### src/rtl/tick_sched_pkg.sv
// Shared definitions for the tick rate scheduler.
//   NCH_DEF / W_DEF : default channel count and phase/step width
//   CH_W            : channel index width for the default channel count
//   cfg_entry_t     : one configuration request {ch, step, en} at default widths
//   ch_width()      : channel index width for an arbitrary channel count
package tick_sched_pkg;

  localparam int unsigned NCH_DEF = 4;
  localparam int unsigned W_DEF   = 32;
  localparam int unsigned CH_W    = $clog2(NCH_DEF);

  typedef struct packed {
    logic [CH_W-1:0]  ch;
    logic [W_DEF-1:0] step;
    logic             en;
  } cfg_entry_t;

  function automatic int unsigned ch_width(input int unsigned n);
    return (n < 2) ? 1 : $clog2(n);
  endfunction

endpackage

### src/rtl/tick_cfg_hold.sv
// One-entry valid/ready holding register for configuration requests.
//   clk, rst   : clock, synchronous active-high reset
//   in_valid   : request present
//   in_ready   : entry free (low while rst is high or an entry is pending)
//   in_data    : request payload, captured on valid & ready
//   apply      : pending entry consumed this cycle
//   pend_v     : an entry is pending
//   pend_data  : captured payload, stable while pend_v is high
module tick_cfg_hold
  import tick_sched_pkg::*;
#(
  parameter int unsigned DW = $bits(cfg_entry_t)
) (
  input  logic          clk,
  input  logic          rst,
  input  logic          in_valid,
  output logic          in_ready,
  input  logic [DW-1:0] in_data,
  input  logic          apply,
  output logic          pend_v,
  output logic [DW-1:0] pend_data
);

  assign in_ready = ~pend_v & ~rst;

  // Accept and apply never coincide: in_ready is low whenever apply can fire.
  always_ff @(posedge clk) begin
    if (rst) begin
      pend_v    <= 1'b0;
      pend_data <= '0;
    end else if (in_valid && in_ready) begin
      pend_v    <= 1'b1;
      pend_data <= in_data;
    end else if (apply) begin
      pend_v    <= 1'b0;
    end
  end

endmodule

### src/rtl/tick_rate_scheduler.sv
// Time-multiplexed phase-accumulator tick generator. One shared W-bit adder is
// round-robin scheduled over NCH channels; each channel produces a tick strobe
// and a square wave at f_clk*step/(NCH*2^W).
//   clk, rst   : clock, synchronous active-high reset
//   cfg_valid  : config request; cfg_ready : request accepted when both high
//   cfg_ch     : target channel; cfg_step : new step; cfg_en : enable/disable
//   cfg_done   : 1-cycle pulse when the pending config has been applied
//   tick       : per-channel 1-cycle pulse on accumulator carry-out
//   clk_out    : per-channel phase MSB (~50% duty square wave)
module tick_rate_scheduler
  import tick_sched_pkg::*;
#(
  parameter  int unsigned NCH    = NCH_DEF,
  parameter  int unsigned W      = W_DEF,
  localparam int unsigned SLOT_W = ch_width(NCH)
) (
  input  logic              clk,
  input  logic              rst,
  input  logic              cfg_valid,
  output logic              cfg_ready,
  input  logic [SLOT_W-1:0] cfg_ch,
  input  logic [W-1:0]      cfg_step,
  input  logic              cfg_en,
  output logic              cfg_done,
  output logic [NCH-1:0]    tick,
  output logic [NCH-1:0]    clk_out
);

  typedef struct packed {
    logic [SLOT_W-1:0] ch;
    logic [W-1:0]      step;
    logic              en;
  } entry_t;

  entry_t cfg_in;
  entry_t pend;
  logic   pend_v;

  logic [SLOT_W-1:0] slot;
  logic [W-1:0]      phase  [NCH];
  logic [W-1:0]      step_r [NCH];
  logic [NCH-1:0]    en;

  logic [W-1:0] cur_phase;
  logic [W-1:0] cur_step;
  logic         cur_en;
  logic [W:0]   sum;
  logic         carry;
  logic         hit;
  logic         cond_dis;
  logic         cond_fresh;
  logic         apply;

  assign cfg_in = '{ch: cfg_ch, step: cfg_step, en: cfg_en};

  tick_cfg_hold #(
    .DW($bits(entry_t))
  ) u_hold (
    .clk       (clk),
    .rst       (rst),
    .in_valid  (cfg_valid),
    .in_ready  (cfg_ready),
    .in_data   (cfg_in),
    .apply     (apply),
    .pend_v    (pend_v),
    .pend_data (pend)
  );

  // Shared adder serves only the channel owning the current slot.
  assign cur_phase = phase[slot];
  assign cur_step  = step_r[slot];
  assign cur_en    = en[slot];
  assign sum       = {1'b0, cur_phase} + {1'b0, cur_step};
  assign carry     = sum[W];

  // A running channel is only reprogrammed on its carry slot, so every
  // emitted period is a whole period of either the old or the new step.
  // A channel index >= NCH never matches a slot and stays pending.
  assign hit        = pend_v && (pend.ch == slot);
  assign cond_dis   = ~pend.en;
  assign cond_fresh = ~cur_en || (cur_step == '0);
  assign apply      = hit && (cond_dis || cond_fresh || carry);

  always_ff @(posedge clk) begin
    if (rst) begin
      slot     <= '0;
      en       <= '0;
      tick     <= '0;
      clk_out  <= '0;
      cfg_done <= 1'b0;
      for (int unsigned c = 0; c < NCH; c++) begin
        phase[c]  <= '0;
        step_r[c] <= '0;
      end
    end else begin
      slot     <= (slot == SLOT_W'(NCH - 1)) ? '0 : slot + 1'b1;
      tick     <= '0;
      cfg_done <= apply;

      if (apply && cond_dis) begin
        en[slot]      <= 1'b0;
        phase[slot]   <= '0;
        step_r[slot]  <= pend.step;
        clk_out[slot] <= 1'b0;
      end else if (apply && cond_fresh) begin
        // Fresh start from phase 0; this slot does not accumulate.
        en[slot]      <= 1'b1;
        phase[slot]   <= '0;
        step_r[slot]  <= pend.step;
        clk_out[slot] <= 1'b0;
      end else if (cur_en) begin
        // Carry-slot apply still emits the tick and keeps the wrapped sum;
        // the new step takes effect from the next slot.
        phase[slot]   <= sum[W-1:0];
        tick[slot]    <= carry;
        clk_out[slot] <= sum[W-1];
        if (apply) begin
          step_r[slot] <= pend.step;
        end
      end
    end
  end

endmodule
### config.mk
export PLATFORM = sky130hd
export DESIGN_NAME = tick_rate_scheduler
export DESIGN_NICKNAME = d
export VERILOG_FILES = /design/src/rtl/tick_sched_pkg.sv /design/src/rtl/tick_cfg_hold.sv /design/src/rtl/tick_rate_scheduler.sv
export SDC_FILE = /design/constraint.sdc
export NUM_CORES = 1
export LEC_CHECK = 0
export BUFFER_PORTS_ARGS = -buffer_cell sky130_fd_sc_hd__buf_4
export CAP_MARGIN = 20
export CORE_MARGIN = 2
export CORE_UTILIZATION = 60
export DETAILED_ROUTE_END_ITERATION = 6
export PLACE_DENSITY_LB_ADDON = 0.05
export SLEW_MARGIN = 20
export SYNTH_ARGS = -nofsm -noshare
export SYNTH_HDL_FRONTEND = slang
export SYNTH_HIERARCHICAL = 1
export SYNTH_SLANG_ARGS = --single-unit
### constraint.sdc
create_clock -name clk -period 7.3 [get_ports clk]
set_input_delay 0.73 -clock clk [delete_from_list [all_inputs] [get_ports clk]]
set_output_delay 0.73 -clock clk [all_outputs]
set_load 0.05 [all_outputs]
Yosys cells after proc, flatten, opt, wreduce, memory -nomap -nowiden
Memory sizes are Yosys's and may differ from the RTL's. A register that Yosys moved wholly into a read port is not among the register bits.
Cells that the tools add are included.
{"block": "op_classes", "n_addsub": 2, "n_lt_le_gt_ge": 2, "eq_ne": 2, "n_mux": 44, "bitwise": 14, "reduce_logical": 17}
{"op": "two-way mux 32 bit", "n": 6}
{"op": "OR reduction 32 bit", "n": 2}
{"op": "adder 32 x 32 -> 33 bit", "n": 1}
{"op": "logical NOT 32 bit", "n": 1}
{"op": "two-way mux 1 bit", "n": 26}
{"op": "two-way mux 4 bit", "n": 5}
{"op": "AND 4 bit", "n": 3}
{"op": "two-way mux 2 bit", "n": 4}
{"op": "logical AND 1 bit", "n": 6}
{"op": "bitwise mux 4 bit", "n": 1}
{"op": "inverter 1 bit", "n": 4}
{"op": "inverter 4 bit", "n": 1}
{"op": "OR 1 bit", "n": 4}
{"op": "OR 4 bit", "n": 1}
{"op": "nonzero test 2 bit", "n": 2}
{"op": "OR reduction 4 bit", "n": 1}
{"op": "logical OR 1 bit", "n": 3}
{"op": "< comparator 2 x 3 -> 1 bit, second input constant", "n": 1}
{"op": "nonzero test 3 bit", "n": 1}
{"op": "adder 2 x 1 -> 2 bit, second input constant", "n": 1}
{"op": "binary-select mux 1 bit (select 2 bit)", "n": 1}
{"op": "demux 1 bit (select 2 bit)", "n": 1}
{"op": "equality test 2 bit", "n": 1}
{"op": "equality test 2 bit, second input constant", "n": 1}
{"op": "other kinds (3)", "n": 3}
{"block": "totals", "reg_bits": 51, "ramBits": 256, "in_bits": 38, "out_inout_bits": 10, "elab_cells": 90, "memories": 2}
{"name": "phase", "depth": 4, "word_bits": 32, "rd": 1, "rd_ports_with_merged_regs": 1, "wr": 4, "line_no": "tick_rate_scheduler.sv:40", "source": "logic [W-1:0] phase [NCH];"}
{"name": "step_r", "depth": 4, "word_bits": 32, "rd": 1, "rd_ports_with_merged_regs": 1, "wr": 4, "line_no": "tick_rate_scheduler.sv:41", "source": "logic [W-1:0] step_r [NCH];"}

Depth between registers and ports, before layout
Gate-level depths: netlist of run 1.
{"block": "logic_depth", "word_depth": 16, "depth_mapped": 19, "depth_no_buf": 14}

By module
The synthesis of run 1 kept the hierarchy.
{"mod": "tick_rate_scheduler", "n_inst": 1, "cells_each": 1042, "area_each_um2": 13623.1, "seq_area_each_um2": 7987.7}
{"mod": "tick_cfg_hold", "n_inst": 1, "cells_each": 164, "area_each_um2": 1780.5, "seq_area_each_um2": 720.7}

Worst setup path after synthesis of run 1
No wires, ideal clock.
{"block": "synth_path", "path_kind": "register to register", "startpoint": "register slot[0]", "endpoint": "memory step_r[0][0] (netlist name), enable pin", "t_arrival_ns": 5.795, "required_time_ns": 6.872, "path_slack_ns": 1.077, "stages_incl_launch_ff": 18, "period_less_slack_ns": 6.223, "cell_sequence": "dfxtp_1 > buf_4 > buf_2 > buf_2 > buf_1 > mux4_2 > ha_1 > clkbuf_1 > and3_1 > nand4_1 > a21oi_1 > o211ai_1 > a21oi_1 > o22a_1 > o21ai_2 > buf_6 > buf_6 > o21bai_1"}
{"element": "start, declared", "line_no": "tick_rate_scheduler.sv:39", "source": "logic [SLOT_W-1:0] slot;"}
{"element": "start signal, assigned", "line_no": "tick_rate_scheduler.sv:96", "source": "slot <= (slot == SLOT_W'(NCH - 1)) ? '0 : slot + 1'b1;"}
{"element": "end, declared", "line_no": "tick_rate_scheduler.sv:41"}

==> results of run 1 <==
state kept, by name, summed over array words and instances (netlist names), named ones only:
register          flops
step_r              128
u_hold/pend_data     35
clk_out               4
u_hold/pend_v         1
phase               128
tick                  4
slot                  2
cfg_done              1
how the worst max path moves through the flow:
stage | start | to | cells after the start
after global placement | slot[0] | step_r[2][5] | 12
after CTS | slot[0] | step_r[0][31] | 12
after global routing | slot[0] | step_r[0][31] | 12
final | slot[0] | step_r[2][3] | 12
after detailed placement | slot[0] | step_r[0][31] | 12
after floorplan | slot[0] | step_r[0][0] | 17
logic make-up (layout without fill, tap and decap cells):
logic type                 count (synthesis)  after routing  synth area share
and+or+nand+nor                          495            495             0.184
DFF                                      307            307             0.565
AOI/OAI and AO/OA                        162            162            0.0745
buffers and inverters                    115            153            0.0361
muxes                                     67             67            0.0964
adders and majority gates                 37             37            0.0305
xor gates and xnor gates                  23             23            0.0131
per-layer routing:
metal	routed length, um	up-vias	global-route usage
met2	15800	292	0.412
met1	15300	4762	0.383
met4	647	0	0.0606
met5	0	-	0
met3	1870	55	0.0285
li1	-	4556	-
per-stage QoR:
step / worst slack [ps] / cell area, um^2 / std cells / hold WS [ps]
2_1_floorplan: 1080 / 15400 / 1206 / 433
3_3_place_gp: 2200 / 15900 / 1519 / 444
3_5_place_dp: 2140 / 15900 / 1519 / 448
4_1_cts: 2110 / 16900 / 1574 / 440
5_1_grt: 1700 / 16900 / 1574 / 455
6_report: 2130 / 16900 / 1574 / 457
power groups by stage:
stage | Sequential [mW] | Combinational, mW | Clock (mW)
floorplan | 2.04 | 0.669 | 0
global route | 2.04 | 0.942 | 1.60
detailed placement | 2.07 | 0.854 | 0
global placement | 2.07 | 0.852 | 0
CTS | 2.04 | 0.860 | 1.53
finish | 2.03 | 0.866 | 1.51
cells in the mapped netlist (6+ instances only):
cell | number | area (um^2)
buf_2 | 12 | 60.1
nor3_2 | 33 | 330
a21oi_1 | 26 | 130
xor2_1 | 10 | 87.6
o21ai_2 | 32 | 280
nor3_1 | 74 | 370
dfxtp_1 | 51 | 1020
mux4_2 | 65 | 1460
nand3b_1 | 6 | 45.0
and3_1 | 11 | 68.8
buf_6 | 7 | 78.8
or2_2 | 7 | 43.8
edfxtp_1 | 256 | 7690
nand4bb_1 | 35 | 394
nand2_1 | 51 | 191
o21bai_1 | 6 | 45.0
nand4_1 | 9 | 56.3
ha_1 | 36 | 450
clkbuf_1 | 55 | 206
nor2_1 | 138 | 518
nand3_1 | 12 | 60.1
and2_1 | 17 | 106
inv_1 | 32 | 120
o21a_1 | 6 | 45.0
nand2b_1 | 73 | 457
o21ai_0 | 26 | 130
a21o_1 | 27 | 203
nor4_1 | 9 | 56.3
nor2b_1 | 7 | 43.8
xnor2_1 | 13 | 114
area by class of cell:
class	count	area, um^2
Timing Repair Buffer	66	508
Clock inverter	19	160
Tap cell	330	413
Inverter	32	120
Multi-Input combinational cell	784	6180
Clock buffer	36	795
Sequential cell	307	8720
Fill cell	1867	8290
tightest hold or removal path, cell delays in order:
cell and delay [ps]:
buf_4 70, nand4bb_1 110, o21ai_2 60
==> impl_metrics.py, run 1 <==
metrics = {
    "worst_setup_path": {
        "r2r_cells": 12,
        "cpPeakStageDelay_ps": 740,
        "crit_path_start_kind": "register",
        "crit_buf_inv": 2,
        "crit_type": "reg2reg",
        "path_cells": "buf_4 > mux4_2 > ha_1 > and3_1 > nand4_1 > a21oi_1 > o211ai_1 > a21oi_1 > o22a_1 > o21ai_4 > o21bai_2 > buf_4",
        "cp.required_ps": 7510,
        "cp-end-kind": "register",
        "critPathSlowestCell": "dfxtp_4",
        "r2r-start": "slot[0]",
        "r2r_slack_ps": 2130,
        "cp.arrival_ps": 5380,
        "cp_max_fo": 31,
        "r2r-end": "step_r[2][3]",
        "crit_family": "compound AO/OA/AOI/OAI gates",
    },
    "cts": {
        "post-cts-setup-buffers": 0,
        "cts.sinks": 307,
        "cts_tree": "yes",
        "cts_buffers": 31,
        "cts_hold_buffers": 0,
        "htreeDepth": 1,
        "cts.clk_slew.worst_paths_ps": 60,
        "cts_root_buffer": "clkbuf_16",
        "clockBufferDepth": 3,
        "clock_latency_ps": 560,
        "cts_resized": 0,
    },
    "timing": {
        "worst_pin_slew_ps": 1090,
        "finalCritPeriodShare": 0.708,
        "hold_viol": 0,
        "min_period_ps": 5170,
        "max_freq_ghz": 0.193,
        "tns_ps": 0,
        "maxSlewHeadroom": 0.274,
        "rsz0062_at_grt": "false",
        "setup_viol": 0,
        "finalMaxSlewViolations": 0,
        "skew_ps": 15.7,
    },
    "logic_synthesis": {
        "synth_nets": 1281,
        "synth_seq_cells": 307,
        "syn_area_um2": 15400,
        "syn_avg_cell_area_um2": 12.8,
        "synth_cell_types": 61,
        "synth-edff-count": 256,
        "async_flop_share": 0,
        "seq_area_frac_synth": 0.565,
        "ys_warn_count": 6,
        "postSynthCellCount": 1206,
        "synth_flop_cell": "edfxtp_1",
    },
    "floorplan": {
        "die-area_um2": 27000,
        "pin_count": 48,
        "die_w_um": 164,
        "num_rows": 58,
        "initial_core_util": 0.612,
        "die_h_um": 164,
        "coreArea_um2": 25200,
    },
    "final_layout": {
        "drive_gt1_frac": 0.207,
        "finalNetCount": 1297,
        "post-route-util": 0.671,
        "area_growth_pct": 9.65,
        "final_common_cell": "edfxtp_1",
        "n_antenna_cell": 0,
        "final_cell_mix": "edfxtp_1, nor2_1, nor3_1, nand2b_1",
    },
    "placed_design": {
        "port_buffers": 47,
        "gp_congestion": 0.902,
        "post-dp-hpwl_um": 21000,
    },
    "global_routing": {
        "grt_max_degree": 109,
        "grt_overflow": 0,
        "antenna_found_initial": 0,
        "grt_pass1_vias": 9654,
        "gr-usage-all-layers": 0.258,
        "grt_pass1_wl_um": 53600,
    },
    "drt": {
        "vias_per_cell": 6.14,
        "first_pass_iters": 7,
        "routed_wl_um": 33700,
        "drc_errors": 0,
        "drtIter0Drc": 1063,
        "routedWlPerCell_um": 21.4,
        "ant_nets": 0,
        "vias": 9665,
    },
    "power": {
        "p_sw_frac": 0.277,
        "p_seq_frac": 0.461,
        "power_leakage_nw": 6.02,
        "power_density_nw_per_um2": 261,
        "pwr-share-clk": 0.343,
        "intPower_mw": 3.19,
        "vdd_ir_drop_max_mv": 0.155,
        "p_switching_mw": 1.22,
        "p_comb_frac": 0.196,
        "power_mw": 4.41,
    },
    "min_path": {
        "worstHoldStart": "cfg_step[9]",
        "hold_path.class": "in2reg",
        "hold_end": "u_hold/pend_data[10]",
        "min_path_cells": 3,
    },
    "flow_run": {
        "maxCapViolations": 0,
    },
    "run_status": {
        "status": "finished clean",
    },
}
(Power assumes the default switching activity.)
==> inputs of run 2 (changes only) <==
--- a/config.mk
+++ b/config.mk
@@ -5,6 +5,7 @@
 export SDC_FILE = /design/constraint.sdc
 export NUM_CORES = 1
 export LEC_CHECK = 0
+export ABC_AREA = 1
 export BUFFER_PORTS_ARGS = -buffer_cell sky130_fd_sc_hd__buf_4
 export CAP_MARGIN = 20
 export CORE_MARGIN = 2
==> constraint.sdc (replaced) <==
create_clock -name clk -period 5 [get_ports clk]
set_input_delay 0.5 -clock clk [delete_from_list [all_inputs] [get_ports clk]]
set_output_delay 0.5 -clock clk [all_outputs]
set_load 0.05 [all_outputs]
==> run 2 against run 1 <==
  * Highest routed layer unchanged
  * Clock power rose by 68%
  * Largest cell class unchanged
  * Non-clock buffer count rose by 17
  * Register-to-register slack got worse by 1700 ps
  * Final cell count rose by 36%
==> impl_metrics.py, run 2 <==
metrics = {
    "worst_setup_path": {
        "cp_max_fo": 27,
        "r2r-end": "step_r[0][27]",
        "critPathCapture": "step_r[0][27]",
        "cp-end-kind": "register",
        "cpPeakStageDelay_ps": 440,
        "path_cells": "inv_2 > buf_4 > nand3_1 > nand2_1 > nor2_1 > inv_1 > ha_1 > inv_1 > fa_1 > inv_1 > nand2_1 > o21ai_0 > nand3_1 > nand2_1 > nand3_1 > nand2_1 > nand2_1 > o21ai_0 > nand2_1 > nand2_8 > inv_1 > o21ai_2 > buf_12",
        "cp.required_ps": 5210,
        "critPathSlowestCell": "dfxtp_4",
        "crit_type": "reg2reg",
        "crit_start": "slot[0]",
        "cp.arrival_ps": 4780,
        "crit_path_frequent_cell": "nand2_1",
        "r2r_slack_ps": 430,
        "r2r-start": "slot[0]",
        "r2r_cells": 23,
        "crit_path_start_kind": "register",
    },
    "logic_synthesis": {
        "syn_area_um2": 15400,
        "synth_seq_cells": 307,
        "seq_area_frac_synth": 0.564,
        "ys_warn_count": 6,
        "yosysTopAreaCellShare": 0.498,
        "yosys.area.top_type": "edfxtp_1",
        "yosys-top-cells-area": "edfxtp_1, nand2_1, nor2_1, dfxtp_1, nand3_1",
        "synth_flop_cell": "edfxtp_1",
        "synth_nets": 1819,
        "postSynthCellCount": 1744,
        "synth_common_cells": "nand2_1, nor2_1, edfxtp_1",
        "syn_avg_cell_area_um2": 8.85,
        "async_flop_share": 0,
        "synth-edff-count": 256,
        "synthMostInstantiatedCell": "nand2_1",
        "synth_cell_types": 43,
    },
    "timing": {
        "finalMaxSlewViolations": 0,
        "finalWorstSetupSlack_ps": 430,
        "maxSlewHeadroom": 0.448,
        "hold_viol": 0,
        "max_freq_ghz": 0.219,
        "worst_pin_slew_ps": 826,
        "skew_ps": 23.8,
        "setup_viol": 0,
        "finalCritPeriodShare": 0.914,
        "holdWs_ps": 198,
        "min_period_ps": 4570,
    },
    "final_layout": {
        "area_growth_pct": 11.8,
        "final_cell_mix": "nand2_1, nor2_1, edfxtp_1, inv_1, nand3_1",
        "finalNetCount": 1858,
        "reg_top3": "phase x128, step_r x128, u_hold/pend_data x35",
        "final_common_cell": "nand2_1",
        "post-route-util": 0.683,
        "drive_gt1_frac": 0.106,
        "n_antenna_cell": 0,
        "n_fill_cell": 2080,
    },
    "drt": {
        "routed_wl_um": 37500,
        "drtIter0Drc": 876,
        "first_pass_iters": 5,
        "ant_nets": 0,
        "vias": 11700,
        "routedWlPerCell_um": 17.5,
        "drc_errors": 0,
        "vias_per_cell": 5.49,
    },
    "global_routing": {
        "grt_overflow": 0,
        "gr-usage-all-layers": 0.288,
        "grt_max_degree": 49,
        "grt_pass1_wl_um": 60000,
        "grt_pass1_vias": 11500,
        "antenna_found_initial": 0,
    },
    "power": {
        "power_mw": 6.97,
        "power_density_nw_per_um2": 404,
        "power_leakage_nw": 7.49,
        "vdd_ir_drop_max_mv": 0.279,
    },
    "flow_run": {
        "maxCapViolations": 0,
    },
    "cts": {
        "htreeDepth": 2,
        "clock_latency_ps": 530,
        "cts_tree": "yes",
        "cts_buffers": 34,
        "cts.clk_slew.worst_paths_ps": 60,
        "post-cts-setup-buffers": 0,
        "cts_root_buffer": "clkbuf_16",
        "clockBufferDepth": 3,
        "cts.sinks": 307,
    },
    "floorplan": {
        "pin_count": 48,
        "initial_core_util": 0.611,
        "coreArea_um2": 25300,
        "die-area_um2": 27000,
        "num_rows": 58,
        "die_w_um": 164,
        "die_h_um": 164,
    },
    "placed_design": {
        "gp_congestion": 0.936,
        "post-place-ws_ps": 153,
        "port_buffers": 47,
        "post-dp-hpwl_um": 24300,
    },
    "min_path": {
        "hold_path.class": "in2reg",
    },
    "run_status": {
        "status": "finished clean",
    },
}
run 2: cell count changes after synthesis, sizes merged, moves of 17 or more:
cell / delta
a21oi: +18
nor3: -85
nor2: +191
nand4: +24
o21ai: -29
nand2: +397
nand3: +170
mux4: -65
inv: +146
a21o: -21
nand2b: -73
and2: -17
nand4bb: -35
clkbuf: -19
run 2: report_power, final:
group          switching [mW]  leakage (nW)  internal [mW]  total [mW]
Clock                   0.984         0.545           1.56        2.54
Combinational           0.980          3.88          0.416        1.40
Sequential             0.0728          3.07           2.96        3.03
run 2: logic make-up (layout without fill, tap and decap cells):
logic type	after synthesis	after routing	synth area share
simple gates	1024	1024	0.288
flops	307	307	0.564
buf+inv	259	324	0.0716
compound gates	96	96	0.0344
fa+ha+maj	37	37	0.0305
xor+xnor	21	21	0.0119
run 2: layout make-up:
| type | count | area (um^2) | area share |
|---|---|---|---|
| clock buffers | 48 | 925 | 0.0536 |
| multi-input cells | 1178 | 5660 | 0.328 |
| well taps | 330 | 413 | 0.0239 |
| inverters | 179 | 672 | 0.0389 |
| repair buffers | 83 | 654 | 0.0379 |
| clock inverters | 14 | 215 | 0.0125 |
| flip-flops and latches | 307 | 8710 | 0.505 |
run 2: metal layers:
| layer | up-vias | GRT usage | wire, um |
|---|---|---|---|
| met5 | - | 0 | 0 |
| met3 | 86 | 0.0377 | 2340 |
| met2 | 393 | 0.492 | 18300 |
| met1 | 5489 | 0.378 | 15800 |
| li1 | 5779 | - | - |
| met4 | 0 | 0.108 | 1090 |
run 2: through the flow:
step           cell area (um^2)  TNS, ps  std cells
2_1_floorplan             15400   -17590       1744
3_3_place_gp              16100        0       2077
3_5_place_dp              16100        0       2077
4_1_cts                   17200        0       2139
5_1_grt                   17300    -1.02       2139
6_report                  17300        0       2139
run 2: worst max-delay path, delay by kind of cell, from the launching register on:
kind	cells	cell delay, ps
DFF	1	440
buffers and inverters	7	1120
and+or+nand+nor	11	1140
adders and majority gates	2	570
AOI/OAI and AO/OA	3	950
run 2: repair_timing:
action                                  in CTS  in global routing
resized for setup                            0                  3
hold buffers                                 0                  0
endpoints found under the setup margin       0                199
run 2: worst min path at each step:
stage | startpoint | to | slack [ps] | cells past startpoint
3_5_place_dp | register | register | 460 | 2
5_1_grt | cfg_step[2] | u_hold/pend_data[3] | 190 | 3
6_report | cfg_step[4] | u_hold/pend_data[5] | 200 | 3
2_1_floorplan | register | register | 430 | 2
4_1_cts | cfg_step[4] | u_hold/pend_data[5] | 190 | 3
3_3_place_gp | register | register | 450 | 2
==> inputs of run 3 (changes only) <==
--- a/config.mk
+++ b/config.mk
@@ -12,6 +12,7 @@
 export CORE_UTILIZATION = 60
 export DETAILED_ROUTE_END_ITERATION = 6
 export PLACE_DENSITY_LB_ADDON = 0.05
+export REMOVE_ABC_BUFFERS = 1
 export SLEW_MARGIN = 20
 export SYNTH_ARGS = -nofsm -noshare
 export SYNTH_HDL_FRONTEND = slang
==> run 3 against run 2 <==
  * Count of clock-buffer cells in the layout grew 4
  * Clock skew shrank 8.5 ps
  * Global-route usage grew 0.15 points
  * First-iteration DRC count shrank 2.2%
  * Die area is the same
  * Total power shrank 1.6%
  * Largest cell class unchanged
  * Flip-flop and latch count is the same
  * Clock power shrank 4%
  * Worst hold slack gained 1.8 ps
  * Combinational power is essentially flat
  * Non-clock buffer count shrank 1
  * Critical path depth shrank 2
==> impl_metrics.py, run 3 (synthesized netlist as in run 2, its figures left out) <==
metrics = {
    "timing": {
        "max_freq_ghz": 0.223,
        "finalCritPeriodShare": 0.898,
        "rsz0062_at_grt": "false",
        "worst_pin_slew_ps": 941,
        "skew_ps": 15.3,
        "hold_viol": 0,
        "maxSlewHeadroom": 0.371,
        "holdWs_ps": 200,
        "min_period_ps": 4490,
        "setup_viol": 0,
        "finalWorstSetupSlack_ps": 509,
        "finalMaxSlewViolations": 0,
    },
    "floorplan": {
        "pin_count": 48,
        "num_rows": 58,
        "die_w_um": 164,
        "coreArea_um2": 25300,
        "initial_core_util": 0.611,
        "die-area_um2": 27000,
        "die_h_um": 164,
    },
    "drt": {
        "drc_errors": 0,
        "ant_nets": 0,
        "routed_wl_um": 37700,
        "wl_met2_um": 18500,
        "top_layer_used": "met4",
        "vias": 11900,
        "drtIter0Drc": 857,
        "first_pass_iters": 5,
        "wl_met1_um": 15700,
        "routedWlPerCell_um": 17.6,
        "wl_met3_um": 2480,
        "vias_per_cell": 5.57,
    },
    "final_layout": {
        "final_cell_mix": "nand2_1, nor2_1, edfxtp_1, inv_1, nand3_1",
        "reg_top3": "phase x128, step_r x128, u_hold/pend_data x35",
        "n_fill_cell": 2037,
        "drive_gt1_frac": 0.105,
        "finalNetCount": 1857,
        "post-route-util": 0.681,
        "n_antenna_cell": 0,
        "area_growth_pct": 11.3,
        "final_common_cell": "nand2_1",
        "finalNonFillerCells": 2138,
    },
    "placed_design": {
        "gp_congestion": 0.925,
        "port_buffers": 47,
        "post-place-ws_ps": 571,
        "post-dp-hpwl_um": 24300,
        "placedCellCount": 2076,
    },
    "worst_setup_path": {
        "critPathSlowestCell": "buf_4",
        "cp-end-kind": "register",
        "path_cells": "inv_2 > buf_4 > buf_4 > nand3_1 > nand2_1 > nor2_1 > inv_1 > ha_1 > inv_1 > o21ai_0 > nand3_1 > nand2_1 > nand3_1 > nand2_1 > nand2_1 > o21ai_0 > nand2_1 > nand2_8 > buf_4 > nand2_2 > nor3_1",
        "crit_buf_inv": 6,
        "crit_start": "slot[1]",
        "crit_family": "simple AND/OR/NAND/NOR gates",
        "cpPeakStageDelay_ps": 480,
        "cp.arrival_ps": 4840,
        "crit_path_frequent_cell": "nand2_1",
        "cp_max_fo": 31,
        "cp.required_ps": 5350,
        "crit_type": "reg2reg",
        "crit_path_start_kind": "register",
        "r2r-start": "slot[1]",
    },
    "min_path": {
        "hold_path.class": "in2reg",
        "worstHoldStart": "cfg_step[12]",
    },
    "global_routing": {
        "grt_pass1_wl_um": 60600,
        "grt_overflow": 0,
        "gr-usage-all-layers": 0.289,
        "grt_max_degree": 45,
        "grt_pass1_vias": 11700,
        "antenna_found_initial": 0,
    },
    "flow_run": {
        "maxCapViolations": 0,
    },
    "cts": {
        "cts_resized": 0,
        "clockBufferDepth": 3,
        "cts.clk_slew.worst_paths_ps": 60,
        "cts.sinks": 307,
        "cts_hold_buffers": 0,
        "cts_buffers": 34,
        "htreeDepth": 2,
        "post-cts-setup-buffers": 0,
        "clock_latency_ps": 520,
        "cts_root_buffer": "clkbuf_16",
        "cts_tree": "yes",
    },
    "power": {
        "power_mw": 6.86,
        "power_leakage_nw": 7.46,
        "vdd_ir_drop_max_mv": 0.271,
        "power_density_nw_per_um2": 399,
    },
    "run_status": {
        "status": "finished clean",
    },
}
[run 3: layer usage]
layer  vias to the layer above  track usage
met5                         -            0
met4                         0       0.0905
met3                        74       0.0404
met2                       440        0.502
li1                       5787            -
met1                      5609        0.379
[run 3: per-stage QoR]
step	setup TNS, ps	instance area (um^2)
after floorplan	-817110	15000
after global placement	0	16100
after detailed placement	0	16100
after CTS	0	17200
after global routing	0	17200
final	0	17200
[run 3: area by class of cell]
cell class | instances | area (um^2) | share of cell area
clock inverter | 10 | 126 | 0.00735
multi-input combinational | 1178 | 5670 | 0.330
inverter | 179 | 672 | 0.0391
clock buffer | 52 | 960 | 0.0558
sequential | 307 | 8710 | 0.507
timing repair buffer | 82 | 641 | 0.0373
tap | 330 | 413 | 0.0240
[run 3: final timing paths]
kind | end | slack [ps] | depth (start not counted)
hold / removal | u_hold/pend_data[13] | 200 | 3
setup reg to reg | step_r[2][1] | 510 | 21
setup / recovery | step_r[2][1] | 510 | 21
hold reg to reg | register | 460 | 2
[run 3: power by group]
part / total [mW] / switching [mW] / internal (mW) / leakage [nW]
clock network: 2.43 / 0.988 / 1.44 / 0.521
logic: 1.41 / 0.990 / 0.415 / 3.87
registers: 3.03 / 0.0681 / 2.96 / 3.07
[run 3: tightest hold or removal path, delay by kind of cell]
| family | cells | cell delay [ps] |
|---|---|---|
| buffers and inverters | 1 | 70 |
| and+or+nand+nor | 2 | 120 |
